==> src/rtl/wb_pkg.sv <==
// Shared types and default sizes for the register-file write-side arbiter.
//   DATA_W / ADDR_W / MAX_OUTSTANDING : default widths and LU in-flight limit
//   wb_req_t                          : one register-file write (enable, address, data)
//   wb_src_e                          : which source owns the write port this cycle
package wb_pkg;

  localparam int DATA_W          = 32;
  localparam int ADDR_W          = 5;
  localparam int MAX_OUTSTANDING = 4;

  typedef struct packed {
    logic              wren;
    logic [ADDR_W-1:0] addr;
    logic [DATA_W-1:0] data;
  } wb_req_t;

  typedef enum logic [1:0] {
    SRC_NONE = 2'd0,
    SRC_PIPE = 2'd1,
    SRC_BUF  = 2'd2,
    SRC_LU   = 2'd3
  } wb_src_e;

endpackage

==> src/rtl/wb_scoreboard.sv <==
// Pending-destination tracker for long-latency (LU) operations.
//   i_clk, i_rst_n        : clock, asynchronous active-low reset
//   i_issue, i_issue_rd   : LU op issued and its destination
//   i_commit, i_commit_rd : LU result committed through the write mux, and its address
//   i_rs1_addr/i_rs2_addr/i_dec_rd_addr : decode operands checked for hazards
//   o_busy                : registered per-register pending bits (bit 0 always 0)
//   o_stall               : decode hazard against a pending destination
//   o_issue_ok            : outstanding count below the limit
//   o_overflow            : issue attempted with no free slot (issue dropped)
//   o_underflow           : commit seen with nothing outstanding (count held)
module wb_scoreboard #(
  parameter int ADDR_W          = 5,
  parameter int MAX_OUTSTANDING = 4
) (
  input  logic                   i_clk,
  input  logic                   i_rst_n,
  input  logic                   i_issue,
  input  logic [ADDR_W-1:0]      i_issue_rd,
  input  logic                   i_commit,
  input  logic [ADDR_W-1:0]      i_commit_rd,
  input  logic [ADDR_W-1:0]      i_rs1_addr,
  input  logic [ADDR_W-1:0]      i_rs2_addr,
  input  logic [ADDR_W-1:0]      i_dec_rd_addr,
  output logic [(2**ADDR_W)-1:0] o_busy,
  output logic                   o_stall,
  output logic                   o_issue_ok,
  output logic                   o_overflow,
  output logic                   o_underflow
);

  localparam int NREG  = 2**ADDR_W;
  localparam int CNT_W = $clog2(MAX_OUTSTANDING + 1);

  logic [NREG-1:0]  busy_q, busy_nxt;
  logic [CNT_W-1:0] cnt_q, cnt_nxt;
  logic             cnt_full, cnt_empty;
  logic             issue_acc, commit_acc;

  assign cnt_full  = (cnt_q == CNT_W'(MAX_OUTSTANDING));
  assign cnt_empty = (cnt_q == '0);

  // A commit in the same cycle frees the slot the new issue takes, so a
  // full counter only rejects an issue when nothing retires alongside it.
  assign issue_acc   = i_issue & (~cnt_full | i_commit);
  assign commit_acc  = i_commit & ~cnt_empty;
  assign o_overflow  = i_issue & cnt_full & ~i_commit;
  assign o_underflow = i_commit & cnt_empty;

  always_comb begin
    busy_nxt = busy_q;
    if (i_commit) busy_nxt[i_commit_rd] = 1'b0;
    // Set is applied after clear so a same-cycle set/clear of one register leaves it busy.
    if (issue_acc && (i_issue_rd != '0)) busy_nxt[i_issue_rd] = 1'b1;
    busy_nxt[0] = 1'b0;
  end

  always_comb begin
    cnt_nxt = cnt_q;
    case ({issue_acc, commit_acc})
      2'b10:   cnt_nxt = cnt_q + 1'b1;
      2'b01:   cnt_nxt = cnt_q - 1'b1;
      default: cnt_nxt = cnt_q;
    endcase
  end

  always_ff @(posedge i_clk or negedge i_rst_n) begin
    if (!i_rst_n) begin
      busy_q <= '0;
      cnt_q  <= '0;
    end else begin
      busy_q <= busy_nxt;
      cnt_q  <= cnt_nxt;
    end
  end

  assign o_busy     = busy_q;
  assign o_issue_ok = ~cnt_full;
  assign o_stall    = (busy_q[i_rs1_addr]    & (i_rs1_addr    != '0)) |
                      (busy_q[i_rs2_addr]    & (i_rs2_addr    != '0)) |
                      (busy_q[i_dec_rd_addr] & (i_dec_rd_addr != '0));

endmodule

==> src/rtl/wb_arbiter.sv <==
// Write-side master for the register file. Merges the in-order pipeline
// writeback with results from a long-latency unit (LU), tracks pending LU
// destinations and raises the decode stall on hazards.
//   i_clk, i_rst_n                          : clock, asynchronous active-low reset
//   i_pipe_wren/_rd_addr/_rd_data           : pipeline writeback, always accepted
//   i_lu_issue, i_lu_issue_rd               : LU op issued this cycle
//   i_lu_valid/_rd_addr/_rd_data, o_lu_ready: LU result channel
//   i_rs1_addr, i_rs2_addr, i_dec_rd_addr   : decode operands
//   o_stall, o_issue_ok                     : decode stall, LU issue permitted
//   o_rd_wren, o_rd_addr, o_rd_data         : register-file write port
//   o_err                                   : sticky protocol error
//
// LU result handshake: a result transfers on a rising edge where
// i_lu_valid & o_lu_ready are both 1. o_lu_ready never depends on i_lu_valid;
// the LU must hold valid/addr/data stable until the transfer happens.
import wb_pkg::*;

module wb_arbiter #(
  parameter int DATA_W          = wb_pkg::DATA_W,
  parameter int ADDR_W          = wb_pkg::ADDR_W,
  parameter int MAX_OUTSTANDING = wb_pkg::MAX_OUTSTANDING
) (
  input  logic              i_clk,
  input  logic              i_rst_n,
  input  logic              i_pipe_wren,
  input  logic [ADDR_W-1:0] i_pipe_rd_addr,
  input  logic [DATA_W-1:0] i_pipe_rd_data,
  input  logic              i_lu_issue,
  input  logic [ADDR_W-1:0] i_lu_issue_rd,
  input  logic              i_lu_valid,
  input  logic [ADDR_W-1:0] i_lu_rd_addr,
  input  logic [DATA_W-1:0] i_lu_rd_data,
  output logic              o_lu_ready,
  input  logic [ADDR_W-1:0] i_rs1_addr,
  input  logic [ADDR_W-1:0] i_rs2_addr,
  input  logic [ADDR_W-1:0] i_dec_rd_addr,
  output logic              o_stall,
  output logic              o_issue_ok,
  output logic              o_rd_wren,
  output logic [ADDR_W-1:0] o_rd_addr,
  output logic [DATA_W-1:0] o_rd_data,
  output logic              o_err
);

  wb_req_t                 buf_q;    // buf_q.wren doubles as the buffer-valid flag
  wb_req_t                 wr;
  wb_src_e                 src;
  logic                    lu_accept, lu_capture, lu_commit;
  logic [(2**ADDR_W)-1:0]  busy;
  logic                    overflow, underflow;
  logic                    err_pipe_busy, err_lu_idle;

  assign o_lu_ready = ~buf_q.wren;
  // Nothing is accepted while reset is asserted, so a held LU valid cannot leak a write.
  assign lu_accept  = i_rst_n & i_lu_valid & ~buf_q.wren;
  assign lu_capture = lu_accept & i_pipe_wren;

  always_comb begin
    src = SRC_NONE;
    if (i_rst_n) begin
      if (i_pipe_wren)     src = SRC_PIPE;
      else if (buf_q.wren) src = SRC_BUF;
      else if (lu_accept)  src = SRC_LU;
    end
  end

  always_comb begin
    wr = '0;
    case (src)
      SRC_PIPE: begin wr.addr = i_pipe_rd_addr; wr.data = i_pipe_rd_data; end
      SRC_BUF:  begin wr.addr = buf_q.addr;     wr.data = buf_q.data;     end
      SRC_LU:   begin wr.addr = i_lu_rd_addr;   wr.data = i_lu_rd_data;   end
      default:  wr = '0;
    endcase
    // x0 is hardwired: the slot is still consumed, but no write is issued.
    wr.wren = (src != SRC_NONE) && (wr.addr != '0);
  end

  assign lu_commit = (src == SRC_BUF) || (src == SRC_LU);

  always_ff @(posedge i_clk or negedge i_rst_n) begin
    if (!i_rst_n) begin
      buf_q <= '0;
    end else if (lu_capture) begin
      buf_q.wren <= 1'b1;
      buf_q.addr <= i_lu_rd_addr;
      buf_q.data <= i_lu_rd_data;
    end else if (src == SRC_BUF) begin
      buf_q.wren <= 1'b0;
    end
  end

  wb_scoreboard #(
    .ADDR_W          (ADDR_W),
    .MAX_OUTSTANDING (MAX_OUTSTANDING)
  ) u_scoreboard (
    .i_clk         (i_clk),
    .i_rst_n       (i_rst_n),
    .i_issue       (i_lu_issue),
    .i_issue_rd    (i_lu_issue_rd),
    .i_commit      (lu_commit),
    .i_commit_rd   (wr.addr),
    .i_rs1_addr    (i_rs1_addr),
    .i_rs2_addr    (i_rs2_addr),
    .i_dec_rd_addr (i_dec_rd_addr),
    .o_busy        (busy),
    .o_stall       (o_stall),
    .o_issue_ok    (o_issue_ok),
    .o_overflow    (overflow),
    .o_underflow   (underflow)
  );

  assign err_pipe_busy = i_pipe_wren & busy[i_pipe_rd_addr];
  assign err_lu_idle   = i_lu_valid & ~busy[i_lu_rd_addr];

  always_ff @(posedge i_clk or negedge i_rst_n) begin
    if (!i_rst_n) o_err <= 1'b0;
    else if (overflow | underflow | err_pipe_busy | err_lu_idle) o_err <= 1'b1;
  end

  assign o_rd_wren = wr.wren;
  assign o_rd_addr = wr.addr;
  assign o_rd_data = wr.data;

endmodule

==> config.mk <==
export PLATFORM = sky130hd
export DESIGN_NAME = wb_arbiter
export DESIGN_NICKNAME = d
export VERILOG_FILES = /design/src/rtl/wb_pkg.sv /design/src/rtl/wb_scoreboard.sv /design/src/rtl/wb_arbiter.sv
export SDC_FILE = /design/constraint.sdc
export NUM_CORES = 1
export LEC_CHECK = 0
export CORE_ASPECT_RATIO = 0.75
export CORE_MARGIN = 2
export CORE_UTILIZATION = 52
export DETAILED_ROUTE_END_ITERATION = 7
export HOLD_SLACK_MARGIN = 0.05
export PLACE_DENSITY = 0.95
export SLEW_MARGIN = 20
export SYNTH_ARGS = -nofsm -noshare
export SYNTH_HDL_FRONTEND = slang
export SYNTH_HIERARCHICAL = 1
export SYNTH_SLANG_ARGS = --single-unit
==> constraint.sdc <==
create_clock -name i_clk -period 7.2 [get_ports i_clk]
set_clock_uncertainty 0.15 [all_clocks]
set_input_delay 1.08 -clock i_clk [delete_from_list [all_inputs] [get_ports i_clk]]
set_output_delay 1.08 -clock i_clk [all_outputs]
set_load 0.01 [all_outputs]
==> flow_summary.ini, run 1 <==
[setup_path]
endpoint_kind = primary output
cp.required_ns = 5.97
critPathKind = primary input to primary output
cpMaxStageDelayCell = buf_4
path_cells = buf_2, buf_4, nor2b_1, and2_1, buf_4, a222oi_1, inv_1, clkdlybuf4s50_1
cp_max_fo = 76
cp.arrival_ns = 3.73
start_kind = primary input
slowest_delay_ns = 0.71
path_common_cell = buf_4

[power]
peakVddDrop_v = 0.000142
internal_power_uw = 1120
p_leak_uw = 0.00277
p_sw_frac = 0.350
comb_power_share = 0.339
powerDensity_nw_per_um2 = 260
clkPwrFrac = 0.245
total_power_uw = 1730
seq_power_share = 0.416
power_switching_uw = 605

[clocking]
cts_tree = yes
clockBufferDepth = 2
cts_setup_buffers = 0
cts_made_buffers = 9
cts_sinks = 73
clk_pin_slew_ns = 0.06
cts-hold-fix-buffers = 0
insertion_delay_ns = 0.33
htreeDepth = 3
cts_root_buf = clkbuf_16
cts_resized = 0

[sta]
fmax_ghz = 0.202
tightest_slew_ns = 0.935
min_period_over_period = 0.688
fin_tns_setup_ns = 0
setup_viol = 0
hold_slack_ns = 0.350
timing_hold_violations_final = 0
rsz0062_at_grt = false
slew_viol_final = 0
slew_headroom = 0.377
min_period_ns = 4.96

[detailed_routing]
ant_nets = 0
drc = 17
avgViaCountPerCell = 7.03
post_drt_wl_per_cell_microns = 24.8
drt_first_pass_iters = 8
via_count = 4871
wl_mm = 17.2
first_iter_violations = 922

[die]
start_util = 0.537
chipWidth_microns = 116
die-area_sq_um = 10200
num_io_pins = 141
core_area_sq_um = 9120
die_h_microns = 88.1
fp-row-count = 30

[synthesis]
yosysSeqAreaShare = 0.373
async_reset_ff_frac = 1.00
synth_nets = 535
ys_top_cells_by_count = dfrtp_1, o21ai_0, inv_1, mux2_2, a222oi_1
netlist_area_sq_um = 4900
synth_top_area_frac = 0.373
ys_warn_count = 6
synth_cell_types = 47
syn_inst = 434
synth_edf_count = 0
ys_ff_latch = 73
ys.flop_type = dfrtp_1
syn-mean-instance-area_sq_um = 11.3
synthTopCellsByArea = dfrtp_1, mux4_2, mux2_2
yosysMostFrequentCell = dfrtp_1
synth_top_area_cell = dfrtp_1

[global_routing]
grt_max_degree = 77
grt_pass1_vias = 4940
grt.overflow.total = 0
antenna_found_initial = 0
grt_use_total = 0.342
grt_pass1_wl_mm = 26.1

[cells_and_area]
fin_nets = 661
drive_above_1_share = 0.181
fin_area_sq_um = 6640
syn2layout_area_growth_pct = 35.3
diodes = 0

[placement]
dp_hpwl_mm = 12.0
port_buffers = 140
dpl_cell_area_sq_um = 6350
gp_congestion = 0.908

[outcome]
status = complete, but fails checks
violations = DRC

[job]
cap_violations = 0

[worst_hold_path]
min_path_type = flop to flop
==> cells by family after synthesis <==
logic type               synth area share
XOR/XNOR                          0.00536
AO/OA/AOI/OAI                       0.167
AND/OR/NAND/NOR                    0.0814
multiplexers                        0.302
flip-flops                          0.373
adder cells (fa/ha/maj)           0.00664
other                            0.000765
buffers and inverters              0.0641
==> worst max-delay path: cells and delay by family <==
kind	cells	cell delay [ns]
buffers and inverters	5	1.83
and+or+nand+nor	2	0.60
AOI/OAI and AO/OA	1	0.20
==> state kept, by name, indices dropped and copies added, names as in the netlist <==
register and count:
u_scoreboard/o_busy 31, o_err 1, u_scoreboard/cnt_q 3, buf_q 38
==> cell usage in the layout (no fill, tap or decap), drive strengths merged, types with 11 or more instances in the layout <==
cell,n
a222oi,36
clkdlybuf4s50,139
mux2i,15
o21ai,63
inv,45
mux2,44
nand2,15
clkbuf,11
dfrtp,73
mux4,36
==> metal layers <==
layer / vias up / routed length [microns] / track usage
li1: 1965 / - / -
met1: 2337 / 6160 / 0.443
met2: 453 / 8100 / 0.537
met3: 116 / 2110 / 0.109
met4: 0 / 845 / 0.143
met5: - / 0 / 0
==> power by group through the flow <==
stage | sequential, uW | combinational [uW] | clock [uW]
CTS | 702 | 575 | 425
floorplan | 622 | 376 | 0
global route | 724 | 623 | 441
detailed placement | 701 | 563 | 0
finish | 719 | 585 | 424
global placement | 672 | 530 | 0
==> per-stage QoR <==
| stage | setup slack, ns | util | cells |
|---|---|---|---|
| after global routing | 1.96 | 0.727 | 693 |
| after global placement | 2.36 | 0.697 | 677 |
| after CTS | 2.25 | 0.727 | 693 |
| final | 2.24 | 0.727 | 693 |
| after floorplan | 3.49 | - | 434 |
| after detailed placement | 2.26 | 0.697 | 677 |
==> worst paths after layout <==
path | to | slack (ns) | from | cells after the start
worst max-delay path | o_rd_data[30] | 2.24 | i_rst_n | 8
worst min-delay path | u_scoreboard/cnt_q[2] | 0.35 | u_scoreboard/cnt_q[2] | 1
worst min register to register | u_scoreboard/cnt_q[2] | 0.35 | u_scoreboard/cnt_q[2] | 1
min in group asynchronous | buf_q[15] | 0.84 | i_rst_n | 2
max in group asynchronous | buf_q[27] | 5.45 | i_rst_n | 2
worst max register to register | u_scoreboard/o_busy[4] | 4.42 | buf_q[37] | 6
==> cell type report <==
cell class | instances | area (sq um)
Multi-Input combinational cell | 287 | 2770
Fill cell | 580 | 2490
Sequential cell | 73 | 1830
Timing Repair Buffer | 145 | 1430
Clock buffer | 11 | 243
Inverter | 44 | 165
Tap cell | 128 | 160
Clock inverter | 5 | 38.8
No activity file was read; power rests on OpenSTA's default activity.
==> run 2, diff against run 1 <==
Settings changed: CORE_UTILIZATION 52 to 44, PLACE_DENSITY 0.95 to 0.89.
Clock period 7.2 ns to 4.39 ns, I/O delays scaled along.
==> flow_summary.ini, run 2 (same netlist as run 1, synthesis figures left out) <==
[detailed_routing]
via_count = 4653
post_drt_wl_per_cell_microns = 21.8
ant_nets = 0
avgViaCountPerCell = 6.53
drc = 1
drt_first_pass_iters = 8
first_iter_violations = 645
wl_mm = 15.5

[placement]
dpl_cell_area_sq_um = 6430
dp_hpwl_mm = 11.6
gp_congestion = 0.932
port_buffers = 140

[die]
num_io_pins = 141
die_h_microns = 95.4
die-area_sq_um = 12000
chipWidth_microns = 126
fp-row-count = 33
core_area_sq_um = 10900
start_util = 0.450

[global_routing]
grt_max_degree = 57
grt_use_total = 0.259
grt.overflow.total = 0
grt_pass1_wl_mm = 24.4
grt_pass1_vias = 4610
antenna_found_initial = 0

[sta]
slew_viol_final = 0
tightest_slew_ns = 0.699
slew_headroom = 0.534
fin_tns_setup_ns = 0
timing_hold_violations_final = 0
rsz0062_at_grt = false
setup_viol = 0
min_period_over_period = 0.924
min_period_ns = 4.06
fmax_ghz = 0.246

[cells_and_area]
largest_register = buf_q
syn2layout_area_growth_pct = 37.4
fin_nets = 669
mostFrequentLayoutCells = clkdlybuf4s50_1, dfrtp_1, o21ai_0, inv_1, mux2_2
largest_register_ffs = 38
fin_area_sq_um = 6740
diodes = 0
final_common_cell = clkdlybuf4s50_1
drive_above_1_share = 0.194

[setup_path]
slowest_delay_ns = 0.60
cpMaxStageDelayCell = clkdlybuf4s50_1
cp.required_ns = 3.58
endpoint_kind = primary output
path_cells = clkdlybuf4s50_1, nor2b_1, and2_1, a222oi_1, inv_1, or4_1, clkdlybuf4s50_1
path_common_cell = clkdlybuf4s50_1
rrSetupSlack_ns = 1.68
r2r-start = u_scoreboard/cnt_q[0]
path_buf_inv = 3
r2r_cells = 8
start_kind = primary input
cp.arrival_ns = 3.25
critPathTopFamily = buffers and inverters
critPathKind = primary input to primary output
worst_r2r_endpoint = u_scoreboard/cnt_q[2]
cp_max_fo = 10

[clocking]
clockBufferDepth = 2
insertion_delay_ns = 0.33
clk_pin_slew_ns = 0.06
cts_sinks = 73
cts-hold-fix-buffers = 0
cts_tree = yes
cts_resized = 0
htreeDepth = 3
cts_root_buf = clkbuf_16
cts_made_buffers = 9
cts_setup_buffers = 0

[power]
peakVddDrop_v = 0.000270
powerDensity_nw_per_um2 = 420
p_leak_uw = 0.00282

[job]
cap_violations = 0

[outcome]
violations = DRC
status = complete, but fails checks

[worst_hold_path]
min_path_type = primary input to async pin
run 2: cell types whose count changed in the layout (fill, tap and decap cells not counted), sizes merged:
cell / previous run / this run
buf: 6 / 14
bufinv: 0 / 1
clkbuf: 11 / 10
clkinv: 3 / 1
clkinvlp: 1 / 3
run 2: cell type report:
| class | instances | area, sq um |
|---|---|---|
| clock buffer | 10 | 239 |
| multi-input combinational | 287 | 2770 |
| sequential | 73 | 1830 |
| inverter | 44 | 165 |
| timing repair buffer | 153 | 1500 |
| fill | 867 | 4160 |
| tap | 140 | 175 |
| clock inverter | 6 | 66.3 |
run 2: per-stage QoR:
step / total power (uW) / hold slack [ns] / instances / setup slack [ns] / util
floorplan: 1640 / 0.213 / 434 / 1.52 / -
global placement: 2000 / 0.320 / 697 / 0.436 / 0.590
detailed placement: 2060 / 0.346 / 697 / 0.365 / 0.590
CTS: 2820 / 0.0693 / 713 / 0.351 / 0.618
global route: 2970 / 0.0757 / 713 / 0.244 / 0.618
finish: 2830 / 0.0561 / 713 / 0.333 / 0.618
run 2: routing by layer:
| metal | up-vias | global-route usage | part of all wire |
|---|---|---|---|
| li1 | 1986 | - | - |
| met1 | 2324 | 0.348 | 0.40 |
| met2 | 314 | 0.418 | 0.48 |
| met3 | 29 | 0.0707 | 0.10 |
| met4 | 0 | 0.0769 | 0.022 |
| met5 | - | 0 | 0 |
run 2: how the worst max path moves through the flow:
stage / start / cells past startpoint / slack [ns] / endpoint
after floorplan: i_rst_n / 6 / 1.52 / o_rd_wren
after global placement: i_pipe_wren / 7 / 0.44 / o_rd_wren
after detailed placement: i_pipe_wren / 7 / 0.37 / o_rd_wren
after CTS: i_pipe_wren / 7 / 0.35 / o_rd_wren
after global routing: i_pipe_wren / 7 / 0.24 / o_rd_wren
final: i_pipe_wren / 7 / 0.33 / o_rd_wren
run 2: worst register-to-register path, stage by stage, from the launching register on:
cell,delay (ns)
dfrtp_1,0.41
or3b_2,0.51
o21ai_0,0.40
ha_1,0.27
inv_1,0.07
fa_1,0.38
xor2_1,0.16
nor2_1,0.12
xor2_1,0.17
run 2: where the power goes:
| part | internal (uW) | switching [uW] | total, uW |
|---|---|---|---|
| Clock | 456 | 287 | 743 |
| Combinational | 566 | 371 | 937 |
| Sequential | 880 | 272 | 1150 |
| Total | 1900 | 931 | 2830 |
